--- config.mk ---
export PLATFORM = sky130hd
export DESIGN_NAME = rtc_bus_reader_flat
export DESIGN_NICKNAME = d
export VERILOG_FILES = /design/src/rtl/rtc_bus_reader_if.sv /design/src/rtl/rtc_bus_reader.sv /design/src/flat_wrapper.sv
export SDC_FILE = /design/constraint.sdc
export NUM_CORES = 1
export LEC_CHECK = 0
export BUFFER_PORTS_ARGS = -buffer_cell sky130_fd_sc_hd__buf_2
export CAP_MARGIN = 20
export CELL_PAD_IN_SITES_DETAIL_PLACEMENT = 1
export CELL_PAD_IN_SITES_GLOBAL_PLACEMENT = 1
export CORE_MARGIN = 5
export CORE_UTILIZATION = 40
export DETAILED_ROUTE_END_ITERATION = 6
export GPL_TIMING_DRIVEN = 1
export PLACE_DENSITY_LB_ADDON = 0.25
export SYNTH_ARGS = -nofsm -noshare
export SYNTH_HDL_FRONTEND = slang
export SYNTH_SLANG_ARGS = --single-unit
--- constraint.sdc ---
create_clock -name clk -period 4.8 [get_ports clk]
set_input_delay 0.24 -clock clk [delete_from_list [all_inputs] [get_ports clk]]
set_output_delay 0.24 -clock clk [all_outputs]
set_load 0.02 [all_outputs]
--- src/rtl/rtc_bus_reader_if.sv ---
// ---------------------------------------------------------------------------
// rtc_bus_reader_if
//   Groups the request/result handshake and the RTC chip's multiplexed
//   address/data bus for rtc_bus_reader.
//   master : the bus-cycle engine (consumes mode/req/ad_in, drives the rest)
//   slave  : the environment (main FSM, display logic, RTC chip pads)
//   Signals:
//     mode[1:0]      burst select from the main FSM (00 = no access)
//     req            level request
//     busy, done     burst in progress / one-cycle completion pulse
//     data_out[23:0] {reg2, reg1, reg0} of the last completed burst
//     cs_n, rd_n, wr_n, a_d, ad_oe, ad_out[7:0], ad_in[7:0]  chip bus
// ---------------------------------------------------------------------------
interface rtc_bus_reader_if;
    logic [1:0]  mode;
    logic        req;
    logic        busy;
    logic        done;
    logic [23:0] data_out;
    logic        cs_n;
    logic        rd_n;
    logic        wr_n;
    logic        a_d;
    logic        ad_oe;
    logic [7:0]  ad_out;
    logic [7:0]  ad_in;

    modport master (
        input  mode, req, ad_in,
        output busy, done, data_out, cs_n, rd_n, wr_n, a_d, ad_oe, ad_out
    );

    modport slave (
        output mode, req, ad_in,
        input  busy, done, data_out, cs_n, rd_n, wr_n, a_d, ad_oe, ad_out
    );
endinterface

--- src/rtl/rtc_bus_reader.sv ---
// ---------------------------------------------------------------------------
// rtc_bus_reader
//   Bus-cycle engine behind the RTC main state machine. On a request with a
//   non-zero mode it reads three consecutive RTC registers starting at the
//   mode's base address, over the chip's multiplexed address/data bus, and
//   returns {reg2, reg1, reg0} with a one-cycle done pulse.
//
//   Per register: ADDR (PHASE_CYC clocks, wr_n strobe latches the address),
//   HOLD (1 clock), DATA (PHASE_CYC clocks, rd_n strobe, ad_in captured on the
//   last one), GAP (1 clock). After the third register: DONE (1 clock).
//
//   Ports:
//     clk      system clock, rising edge
//     swreset  asynchronous active-low reset
//     bus      rtc_bus_reader_if.master (handshake, result and chip bus)
// ---------------------------------------------------------------------------
module rtc_bus_reader #(
    parameter int unsigned PHASE_CYC  = 4,      // 1..255
    parameter logic [7:0]  ADDR_DATE  = 8'h24,
    parameter logic [7:0]  ADDR_TIME  = 8'h21,
    parameter logic [7:0]  ADDR_TIMER = 8'h41
) (
    input  logic              clk,
    input  logic              swreset,
    rtc_bus_reader_if.master  bus
);

    typedef enum logic [2:0] {
        S_IDLE,
        S_ADDR,
        S_HOLD,
        S_DATA,
        S_GAP,
        S_DONE
    } state_e;

    localparam logic [7:0] PHASE_LAST = 8'(PHASE_CYC - 1);

    state_e      state_q, state_d;
    logic [7:0]  cnt_q, cnt_d;
    logic [1:0]  idx_q, idx_d;
    logic [1:0]  mode_q, mode_d;
    logic [23:0] shadow_q, shadow_d;
    logic [23:0] data_q, data_d;

    // Registered bus/handshake outputs: decoded from the next state so every
    // strobe comes straight off a flop and is glitch-free.
    logic        cs_n_q, cs_n_d;
    logic        rd_n_q, rd_n_d;
    logic        wr_n_q, wr_n_d;
    logic        a_d_q, a_d_d;
    logic        ad_oe_q, ad_oe_d;
    logic [7:0]  ad_out_q, ad_out_d;
    logic        busy_q, busy_d;
    logic        done_q, done_d;

    logic        phase_end;

    assign phase_end = (cnt_q == PHASE_LAST);

    function automatic logic [7:0] base_of(input logic [1:0] m);
        logic [7:0] b;
        case (m)
            2'b01:   b = ADDR_DATE;
            2'b10:   b = ADDR_TIME;
            default: b = ADDR_TIMER;   // 2'b11; 2'b00 never starts a burst
        endcase
        return b;
    endfunction

    // -----------------------------------------------------------------------
    // State register
    // -----------------------------------------------------------------------
    always_ff @(posedge clk or negedge swreset) begin
        if (!swreset) begin
            state_q  <= S_IDLE;
            cnt_q    <= '0;
            idx_q    <= '0;
            mode_q   <= '0;
            shadow_q <= '0;
            data_q   <= '0;
        end else begin
            state_q  <= state_d;
            cnt_q    <= cnt_d;
            idx_q    <= idx_d;
            mode_q   <= mode_d;
            shadow_q <= shadow_d;
            data_q   <= data_d;
        end
    end

    // -----------------------------------------------------------------------
    // Next-state logic
    // -----------------------------------------------------------------------
    always_comb begin
        state_d  = state_q;
        cnt_d    = cnt_q;
        idx_d    = idx_q;
        mode_d   = mode_q;
        shadow_d = shadow_q;
        data_d   = data_q;

        unique case (state_q)
            S_IDLE: begin
                // mode is latched here; later changes on the input are ignored
                if (bus.req && (bus.mode != 2'b00)) begin
                    mode_d  = bus.mode;
                    idx_d   = 2'd0;
                    cnt_d   = '0;
                    state_d = S_ADDR;
                end
            end
            S_ADDR: begin
                if (phase_end) begin
                    cnt_d   = '0;
                    state_d = S_HOLD;
                end else begin
                    cnt_d = cnt_q + 8'd1;
                end
            end
            S_HOLD: begin
                cnt_d   = '0;
                state_d = S_DATA;
            end
            S_DATA: begin
                if (phase_end) begin
                    case (idx_q)
                        2'd0:    shadow_d[7:0]   = bus.ad_in;
                        2'd1:    shadow_d[15:8]  = bus.ad_in;
                        default: shadow_d[23:16] = bus.ad_in;
                    endcase
                    cnt_d   = '0;
                    state_d = S_GAP;
                end else begin
                    cnt_d = cnt_q + 8'd1;
                end
            end
            S_GAP: begin
                if (idx_q == 2'd2) begin
                    // whole-word update: data_out never shows a partial burst
                    data_d  = shadow_q;
                    state_d = S_DONE;
                end else begin
                    idx_d   = idx_q + 2'd1;
                    state_d = S_ADDR;
                end
            end
            S_DONE: begin
                state_d = S_IDLE;
            end
            default: begin
                state_d = S_IDLE;
            end
        endcase
    end

    // -----------------------------------------------------------------------
    // Output decode (from next state) and output registers
    // -----------------------------------------------------------------------
    always_comb begin
        cs_n_d   = 1'b1;
        rd_n_d   = 1'b1;
        wr_n_d   = 1'b1;
        a_d_d    = 1'b1;
        ad_oe_d  = 1'b0;
        ad_out_d = ad_out_q;       // address holds outside ADDR
        busy_d   = 1'b0;
        done_d   = 1'b0;

        unique case (state_d)
            S_ADDR: begin
                cs_n_d   = 1'b0;
                wr_n_d   = 1'b0;
                a_d_d    = 1'b0;
                ad_oe_d  = 1'b1;
                ad_out_d = base_of(mode_d) + {6'b0, idx_d};
                busy_d   = 1'b1;
            end
            S_HOLD: begin
                // keep driving the address while wr_n rises so it latches cleanly
                ad_oe_d = 1'b1;
                busy_d  = 1'b1;
            end
            S_DATA: begin
                cs_n_d = 1'b0;
                rd_n_d = 1'b0;
                busy_d = 1'b1;
            end
            S_GAP: begin
                busy_d = 1'b1;
            end
            S_DONE: begin
                done_d = 1'b1;
            end
            default: begin
            end
        endcase
    end

    always_ff @(posedge clk or negedge swreset) begin
        if (!swreset) begin
            cs_n_q   <= 1'b1;
            rd_n_q   <= 1'b1;
            wr_n_q   <= 1'b1;
            a_d_q    <= 1'b1;
            ad_oe_q  <= 1'b0;
            ad_out_q <= '0;
            busy_q   <= 1'b0;
            done_q   <= 1'b0;
        end else begin
            cs_n_q   <= cs_n_d;
            rd_n_q   <= rd_n_d;
            wr_n_q   <= wr_n_d;
            a_d_q    <= a_d_d;
            ad_oe_q  <= ad_oe_d;
            ad_out_q <= ad_out_d;
            busy_q   <= busy_d;
            done_q   <= done_d;
        end
    end

    assign bus.cs_n     = cs_n_q;
    assign bus.rd_n     = rd_n_q;
    assign bus.wr_n     = wr_n_q;
    assign bus.a_d      = a_d_q;
    assign bus.ad_oe    = ad_oe_q;
    assign bus.ad_out   = ad_out_q;
    assign bus.busy     = busy_q;
    assign bus.done     = done_q;
    assign bus.data_out = data_q;

endmodule

--- src/flat_wrapper.sv ---
// flat-port wrapper written by rule: the top's interface ports become plain ports
module rtc_bus_reader_flat 
#(
    parameter int unsigned PHASE_CYC  = 4,               
    parameter logic [7:0]  ADDR_DATE  = 8'h24,
    parameter logic [7:0]  ADDR_TIME  = 8'h21,
    parameter logic [7:0]  ADDR_TIMER = 8'h41
)
  (clk, swreset, bus_mode, bus_req, bus_ad_in, bus_busy, bus_done, bus_data_out, bus_cs_n, bus_rd_n, bus_wr_n, bus_a_d, bus_ad_oe, bus_ad_out);
  rtc_bus_reader_if bus_i ();
  input  logic clk;
  input  logic swreset;
  input wire logic [$bits(bus_i.mode)-1:0] bus_mode;
  input wire logic [$bits(bus_i.req)-1:0] bus_req;
  input wire logic [$bits(bus_i.ad_in)-1:0] bus_ad_in;
  output wire logic [$bits(bus_i.busy)-1:0] bus_busy;
  output wire logic [$bits(bus_i.done)-1:0] bus_done;
  output wire logic [$bits(bus_i.data_out)-1:0] bus_data_out;
  output wire logic [$bits(bus_i.cs_n)-1:0] bus_cs_n;
  output wire logic [$bits(bus_i.rd_n)-1:0] bus_rd_n;
  output wire logic [$bits(bus_i.wr_n)-1:0] bus_wr_n;
  output wire logic [$bits(bus_i.a_d)-1:0] bus_a_d;
  output wire logic [$bits(bus_i.ad_oe)-1:0] bus_ad_oe;
  output wire logic [$bits(bus_i.ad_out)-1:0] bus_ad_out;
  assign bus_i.mode = bus_mode;
  assign bus_i.req = bus_req;
  assign bus_i.ad_in = bus_ad_in;
  assign bus_busy = bus_i.busy;
  assign bus_done = bus_i.done;
  assign bus_data_out = bus_i.data_out;
  assign bus_cs_n = bus_i.cs_n;
  assign bus_rd_n = bus_i.rd_n;
  assign bus_wr_n = bus_i.wr_n;
  assign bus_a_d = bus_i.a_d;
  assign bus_ad_oe = bus_i.ad_oe;
  assign bus_ad_out = bus_i.ad_out;
  rtc_bus_reader #(.PHASE_CYC(PHASE_CYC), .ADDR_DATE(ADDR_DATE), .ADDR_TIME(ADDR_TIME), .ADDR_TIMER(ADDR_TIMER)) u_core (.clk(clk), .swreset(swreset), .bus(bus_i));
endmodule
==> results of run 1 <==
-- cell usage in the layout, fill, tap and decap left out, types with 4 or more instances in the layout --
| cell type | n |
|---|---|
| ha_1 | 8 |
| a21oi_1 | 8 |
| clkbuf_8 | 10 |
| o21ai_0 | 9 |
| buf_2 | 48 |
| and3_1 | 4 |
| nand2_1 | 12 |
| dfrtp_1 | 72 |
| or3_1 | 4 |
| inv_1 | 8 |
| mux2_4 | 24 |
| mux2_2 | 29 |
-- registers in the layout (all words and copies together) (netlist names) --
register and count:
u_core.mode_q 2, u_core.shadow_q 24, u_core.bus.done 1, u_core.bus.data_out 24
u_core.bus.wr_n 1, u_core.bus.ad_oe 1, u_core.bus.cs_n 1, u_core.bus.ad_out 6
u_core.bus.busy 1, u_core.idx_q 2, u_core.state_q 3, u_core.cnt_q 8
u_core.bus.rd_n 1
-- how the worst max path moves through the flow --
| stage | end | slack, ns |
|---|---|---|
| finish | u_core.bus.ad_out[2]$_DFFE_PN0P_ | 2.34 |
| global route | u_core.bus.ad_out[2]$_DFFE_PN0P_ | 2.18 |
| CTS | u_core.bus.ad_out[2]$_DFFE_PN0P_ | 2.33 |
| detailed placement | u_core.bus.ad_out[2]$_DFFE_PN0P_ | 2.34 |
| global placement | u_core.bus.ad_out[2]$_DFFE_PN0P_ | 2.42 |
| floorplan | u_core.bus.ad_out[2]$_DFFE_PN0P_ | 2.52 |
-- layer usage --
metal | share of wire [%] | wire, um
met3 | 3.8 | 238
met2 | 47 | 2970
met1 | 47 | 2950
met5 | 0 | 0
met4 | 2.1 | 134
-- final cells by class --
| class | instances | share of cell area [%] |
|---|---|---|
| clock inverters | 5 | 0.986 |
| flip-flops and latches | 75 | 49.4 |
| well taps | 105 | 3.45 |
| clock buffers | 11 | 3.71 |
| multi-input cells | 139 | 35.0 |
| inverters | 8 | 0.788 |
| repair buffers | 50 | 6.70 |
-- kinds of logic after synthesis --
group                      count (synthesis)  synth area share, %
adders and majority gates                  8                 3.02
DFF                                       75                 56.7
AOI/OAI and AO/OA                         32                 6.57
buffers and inverters                     20                 3.21
muxes                                     57                 22.0
xor gates and xnor gates                   2                0.528
other                                      1                0.113
and+or+nand+nor                           38                 7.89
-- power by group --
part	leakage, nW	total, mW	internal, mW	switching (mW)
sequential	0.896	0.690	0.670	0.0197
combinational	0.849	0.164	0.0686	0.0958
clock	0.0859	0.442	0.204	0.238
-- through the flow --
step / cells / utilization (%) / setup WS (ns) / hold slack (ns) / cell area [um^2]
finish: 393 / 46.8 / 2.34 / 0.00511 / 3810
CTS: 393 / 46.8 / 2.33 / 0.0563 / 3810
floorplan: 234 / - / 2.52 / -0.0556 / 3320
detailed placement: 377 / 44.6 / 2.34 / 0.449 / 3630
global route: 393 / 46.8 / 2.18 / 0.0946 / 3810
global placement: 377 / 44.6 / 2.42 / 0.450 / 3630
-- Yosys cell counts, types with 2 or more instances --
library cell / n / area share, %
mux2_2: 29 / 9.8
o21ai_0: 9 / 1.4
nand2_1: 12 / 1.4
inv_1: 8 / 0.91
buf_2: 3 / 0.45
a21oi_1: 8 / 1.2
o21a_1: 2 / 0.45
mux2_4: 24 / 11
a21o_1: 2 / 0.45
dfstp_2: 3 / 2.4
ha_1: 8 / 3.0
or3_1: 4 / 0.75
and3_1: 4 / 0.75
a31oi_1: 2 / 0.38
buf_4: 5 / 1.1
dfrtp_1: 72 / 54
a21o_2: 2 / 0.53
nand3_4: 3 / 1.6
mux2i_1: 3 / 0.91
nor2_1: 3 / 0.34
clkbuf_1: 2 / 0.23
nand3_1: 2 / 0.30
==> flow_summary_export.csv, run 1 <==
group,metric,value,unit
status,outcome,"finished, final reports clean",
logic_synthesis,synth_cell_types,45,
logic_synthesis,synthesis.area,3320,um^2
clocking,cts_resized,0,
finish,multi_input_area,1330,um^2
global_route,grt_antenna_before_repair,0,
setup_path,path_depth,9,
logic_synthesis,synth-seq-cells,75,
route,post_drt_wl_per_cell,16.0,um
finish,diodes,0,
placed_design,io_buffers,49,
timing,tightest_slew,0.924,ns
global_route,globalRouteMet3Util,2.84,%
global_route,grt_max_degree,76,
clocking,cts_inserted_buffers,9,
logic_synthesis,synthArstFlopShare,100,%
clocking,cts_setup_buffers,0,
finish,fin_nets,304,
global_route,top_usage_layer,"met2",
die,core,8130,um^2
finish,regArea,1880,um^2
clocking,cts_hold_buf,0,
clocking,cts.path.max_buffers,2,
route,wl,6290,um
timing,rsz0062_at_grt,"false",
power_and_ir_drop,p_leak,1.83,nW
setup_path,startpoint_type,"flip-flop",
clocking,cts.clk_slew.worst_paths,0.08,ns
finish,fill_cells,833,
clocking,cts_tree,"yes",
route,drt-initial-drc-count,47,
power_and_ir_drop,powerDensity,340,nW/um^2
global_route,use_met2,20.8,%
route,ant_nets,0,
die,die_w,101,um
clocking,clock_latency,0.35,ns
timing,fin_crit_sh,51.3,%
global_route,overflow,0,
route,dr_total_vias,1952,
logic_synthesis,ys_warn_count,0,
clocking,ctsHtreeMaxLevel,3,
route,vias_per_cell,4.97,
timing,setup_tns,0,ns
finish,syn_to_final_growth,14.9,%
power_and_ir_drop,report.power.total,1.30,mW
clocking,cts.sinks,75,
timing,fmax,0.406,GHz
setup_path,cp.arrival,2.69,ns
logic_synthesis,netlist_instances,233,
die,ios,52,
timing,drv_slew,0,
setup_path,rr_worst_depth,9,
setup_path,r2r-end,"u_core.bus.ad_out[2]$_DFFE_PN0P_",
setup_path,path_max_fanout,8,
setup_path,startpoint,"u_core.state_q[1]$_DFF_PN0_",
setup_path,cpMaxStageDelayCell,"dfrtp_1",
route,drc,0,
die,start_util,40.8,%
setup_path,cp_common_cell,"ha_1",
setup_path,reg2reg_from,"u_core.state_q[1]$_DFF_PN0_",
placed_design,dp_hpwl,4320,um
die,fp.dieH,101,um
clocking,clockRootBuffer,"clkbuf_8",
setup_path,critPathCaptureType,"flip-flop",
run,drv_cap,0,
hold_path,hold_class,"in -> async",
global_route,grt_pass1_wl,10600,um
logic_synthesis,yosysSeqAreaShare,56.7,%
setup_path,path_cells,"nor2_2 -> nand3b_1 -> mux2_2 -> ha_1 -> inv_1 -> ha_1 -> ha_1 -> xor2_1 -> mux2_1",
logic_synthesis,synth_edf_count,0,
setup_path,path_class,"reg -> reg",
timing,layout_min_cycle_time,2.46,ns
timing,hold_violations,0,
global_route,track_usage,13.4,%
die,fp-row-count,33,
logic_synthesis,synth_top_flop_cell,"dfrtp_1",
setup_path,path_buf_inv,1,
timing,skew,0.0120,ns
setup_path,max_stage_delay,0.50,ns
setup_path,critPathTopFamily,"adder cells",
logic_synthesis,synth.avg_cell_area,14.2,um^2
setup_path,worstPathRequired,5.03,ns
route,drtPass1Iterations,4,
global_route,grt_pass1_vias,2137,
timing,setup_viol,0,
power_and_ir_drop,ir_worst_vdd,139,uV
die,dieArea,10200,um^2
setup_path,r2r_slack,2.34,ns
timing,relSlewSlack,38.4,%
finish,layout-drive-gt1-share,46.5,%
global_route,gr-usage-met1,17.5,%
placed_design,place_congestion,0.767,
No activity file was read; power rests on OpenSTA's default activity.
==> run 2, diff against run 1 <==
--- a/config.mk
+++ b/config.mk
@@ -5,12 +5,13 @@
 export SDC_FILE = /design/constraint.sdc
 export NUM_CORES = 1
 export LEC_CHECK = 0
+export ABC_AREA = 1
 export BUFFER_PORTS_ARGS = -buffer_cell sky130_fd_sc_hd__buf_2
 export CAP_MARGIN = 20
 export CELL_PAD_IN_SITES_DETAIL_PLACEMENT = 1
 export CELL_PAD_IN_SITES_GLOBAL_PLACEMENT = 1
 export CORE_MARGIN = 5
-export CORE_UTILIZATION = 40
+export CORE_UTILIZATION = 38
 export DETAILED_ROUTE_END_ITERATION = 6
 export GPL_TIMING_DRIVEN = 1
 export PLACE_DENSITY_LB_ADDON = 0.25
==> constraint.sdc (replaced) <==
create_clock -name clk -period 2.2 [get_ports clk]
set_input_delay 0.11 -clock clk [delete_from_list [all_inputs] [get_ports clk]]
set_output_delay 0.11 -clock clk [all_outputs]
set_load 0.02 [all_outputs]
==> flow_summary_export.csv, run 2 <==
group,metric,value,unit
status,outcome,"finished, final reports clean",
die,dieArea,10600,um^2
die,fp.dieH,103,um
placed_design,dp_cells,519,
timing,fmax,0.477,GHz
timing,layout_min_cycle_time,2.10,ns
finish,multi_input_area,1200,um^2
logic_synthesis,yosysTopAreaCellShare,54.6,%
clocking,ctsHtreeMaxLevel,3,
setup_path,cp.arrival,2.33,ns
placed_design,place_congestion,0.813,
die,fp-row-count,34,
die,die_w,103,um
logic_synthesis,synth-seq-cells,75,
finish,final_util,45.3,%
route,drc,0,
setup_path,path_depth,12,
timing,setup_viol,0,
route,wl,7400,um
setup_path,path_class,"reg -> reg",
finish,most-common-layout-cells,"nand2_1 (141), dfrtp_1 (72), buf_2 (48), inv_1 (38), o21ai_0 (18)",
logic_synthesis,yosys.area.top_type,"dfrtp_1",
logic_synthesis,yosysSeqAreaShare,57.0,%
setup_path,startpoint_type,"flip-flop",
setup_path,critPathTopFamily,"adder cells",
run,drv_cap,0,
finish,diodes,0,
timing,fin_crit_sh,95.4,%
timing,hold_violations,0,
route,dr_total_vias,2489,
setup_path,path_cells,"nor2_4 -> nand2_2 -> nor2_4 -> inv_1 -> o21ai_2 -> ha_2 -> inv_1 -> ha_1 -> ha_1 -> xor2_1 -> nand2_1 -> nand2_1",
clocking,clockRootBuffer,"clkbuf_8",
clocking,clock_latency,0.34,ns
timing,tightest_slew,0.608,ns
route,ant_nets,0,
clocking,cts_tree,"yes",
hold_path,hold_class,"in -> reg",
placed_design,dp_hpwl,5330,um
logic_synthesis,synthArstFlopShare,100,%
setup_path,rr_worst_depth,12,
setup_path,path_max_fanout,5,
placed_design,place_area,3660,um^2
finish,fill_cells,1039,
finish,stdcell_count,536,
logic_synthesis,synth_top_flop_cell,"dfrtp_1",
die,ios,52,
setup_path,reg2reg_from,"u_core.state_q[1]$_DFF_PN0_",
finish,final_common_cell,"nand2_1",
logic_synthesis,ys_warn_count,0,
die,start_util,38.4,%
route,vias_per_cell,4.64,
clocking,cts.clk_slew.worst_paths,0.07,ns
hold_path,min_from,"bus_mode[1]",
logic_synthesis,synthTopCellsByCount,"nand2_1 (142), dfrtp_1 (72), inv_1 (38)",
logic_synthesis,synth_cell_types,30,
route,post_drt_wl_per_cell,13.8,um
setup_path,path_buf_inv,2,
logic_synthesis,netlist_instances,366,
hold_path,hold_depth,3,
setup_path,cpMaxStageDelayCell,"dfrtp_1",
logic_synthesis,synthesis.area,3300,um^2
power_and_ir_drop,powerDensity,892,nW/um^2
global_route,grt_antenna_before_repair,0,
clocking,cts_inserted_buffers,9,
setup_path,max_stage_delay,0.41,ns
clocking,cts.path.max_buffers,2,
logic_synthesis,synth.area.top_cells,"dfrtp_1 (55%), nand2_1 (16%), inv_1 (4.3%), ha_1 (3.0%), o21ai_0 (2.9%)",
global_route,grt_pass1_vias,2672,
clocking,cts.sinks,75,
power_and_ir_drop,p_leak,2.08,nW
power_and_ir_drop,ir_worst_vdd,460,uV
setup_path,startpoint,"u_core.state_q[1]$_DFF_PN0_",
global_route,track_usage,15.5,%
timing,skew,0.00945,ns
power_and_ir_drop,report.power.total,3.47,mW
placed_design,io_buffers,49,
global_route,overflow,0,
route,drt-initial-drc-count,63,
route,drtPass1Iterations,4,
finish,syn_to_final_growth,18.1,%
logic_synthesis,synth_edf_count,0,
setup_path,critPathCaptureType,"flip-flop",
finish,layout-drive-gt1-share,22.2,%
finish,fin_area,3890,um^2
finish,regArea,1880,um^2
global_route,grt_pass1_wl,12800,um
finish,fin_nets,444,
logic_synthesis,synth.avg_cell_area,9.01,um^2
timing,drv_slew,0,
setup_path,worstPathRequired,2.43,ns
logic_synthesis,synth_most_common_cell,"nand2_1",
global_route,grt_max_degree,47,
timing,relSlewSlack,59.5,%
timing,setup_tns,0,ns
die,core,8590,um^2
-- run 2: path summary, 6_finish.rpt --
kind                                                  endpoint  slack [ns]
max                           u_core.bus.ad_out[2]$_DFFE_PN0P_        0.10
min                                 u_core.mode_q[1]$_DFF_PN0_        0.03
max reg2reg                   u_core.bus.ad_out[2]$_DFFE_PN0P_        0.10
min reg2reg                u_core.bus.data_out[10]$_DFFE_PN0P_        0.47
max in group asynchronous            u_core.bus.wr_n$_DFF_PN1_        1.34
min in group asynchronous          u_core.cnt_q[3]$_DFFE_PN0P_        0.24
-- run 2: timing repair --
item | CTS | global route
endpoints found under the hold margin | 27 | 0
setup endpoints to repair | 2 | 2
hold buffers | 1 | 0
gates resized for setup | 1 | 3
buffers inserted | 0 | 0
-- run 2: through the flow --
step | hold WS, ns | setup slack [ns]
floorplan | -0.186 | 0.143
global placement | 0.0727 | 0.0882
detailed placement | 0.0753 | -0.0391
CTS | 0.0232 | 0.0149
global route | 0.0391 | -0.0172
finish | 0.0264 | 0.102
-- run 2: cells by family after synthesis --
| group | count (synthesis) | share of synthesized area (%) |
|---|---|---|
| AOI/OAI and AO/OA | 49 | 8.50 |
| xor gates and xnor gates | 1 | 0.266 |
| adders and majority gates | 8 | 3.04 |
| buffers and inverters | 51 | 6.98 |
| DFF | 75 | 57.0 |
| other | 1 | 0.114 |
| and+or+nand+nor | 181 | 24.1 |
-- run 2: final cells by class --
cell class | instances | area share, %
clock buffer | 10 | 3.28
clock inverter | 6 | 2.28
inverter | 41 | 3.95
multi-input combinational | 241 | 30.8
sequential | 75 | 48.3
tap | 108 | 3.47
timing repair buffer | 55 | 7.91
-- run 2: worst reg2reg max path: stages (launching register included) --
cell and delay [ns]:
dfrtp_1 0.41, nor2_4 0.18, nand2_2 0.10, nor2_4 0.14, inv_1 0.08, o21ai_2 0.15
ha_2 0.22, inv_1 0.05, ha_1 0.21, ha_1 0.21, xor2_1 0.14, nand2_1 0.06
nand2_1 0.05
-- run 2: power breakdown --
part	leakage, nW	total, mW	internal (mW)	switching, mW
Sequential	0.900	1.59	1.52	0.0741
Combinational	1.08	0.719	0.244	0.475
Clock	0.103	1.16	0.641	0.519
-- run 2: layer usage --
metal  GRT usage (%)  part of all wire [%]  vias up
li1                -                     -     1242
met1            21.1                    49     1199
met2            24.5                    45       40
met3            3.52                   4.1        8
met4            5.38                   1.4        0
met5               0                     0        -
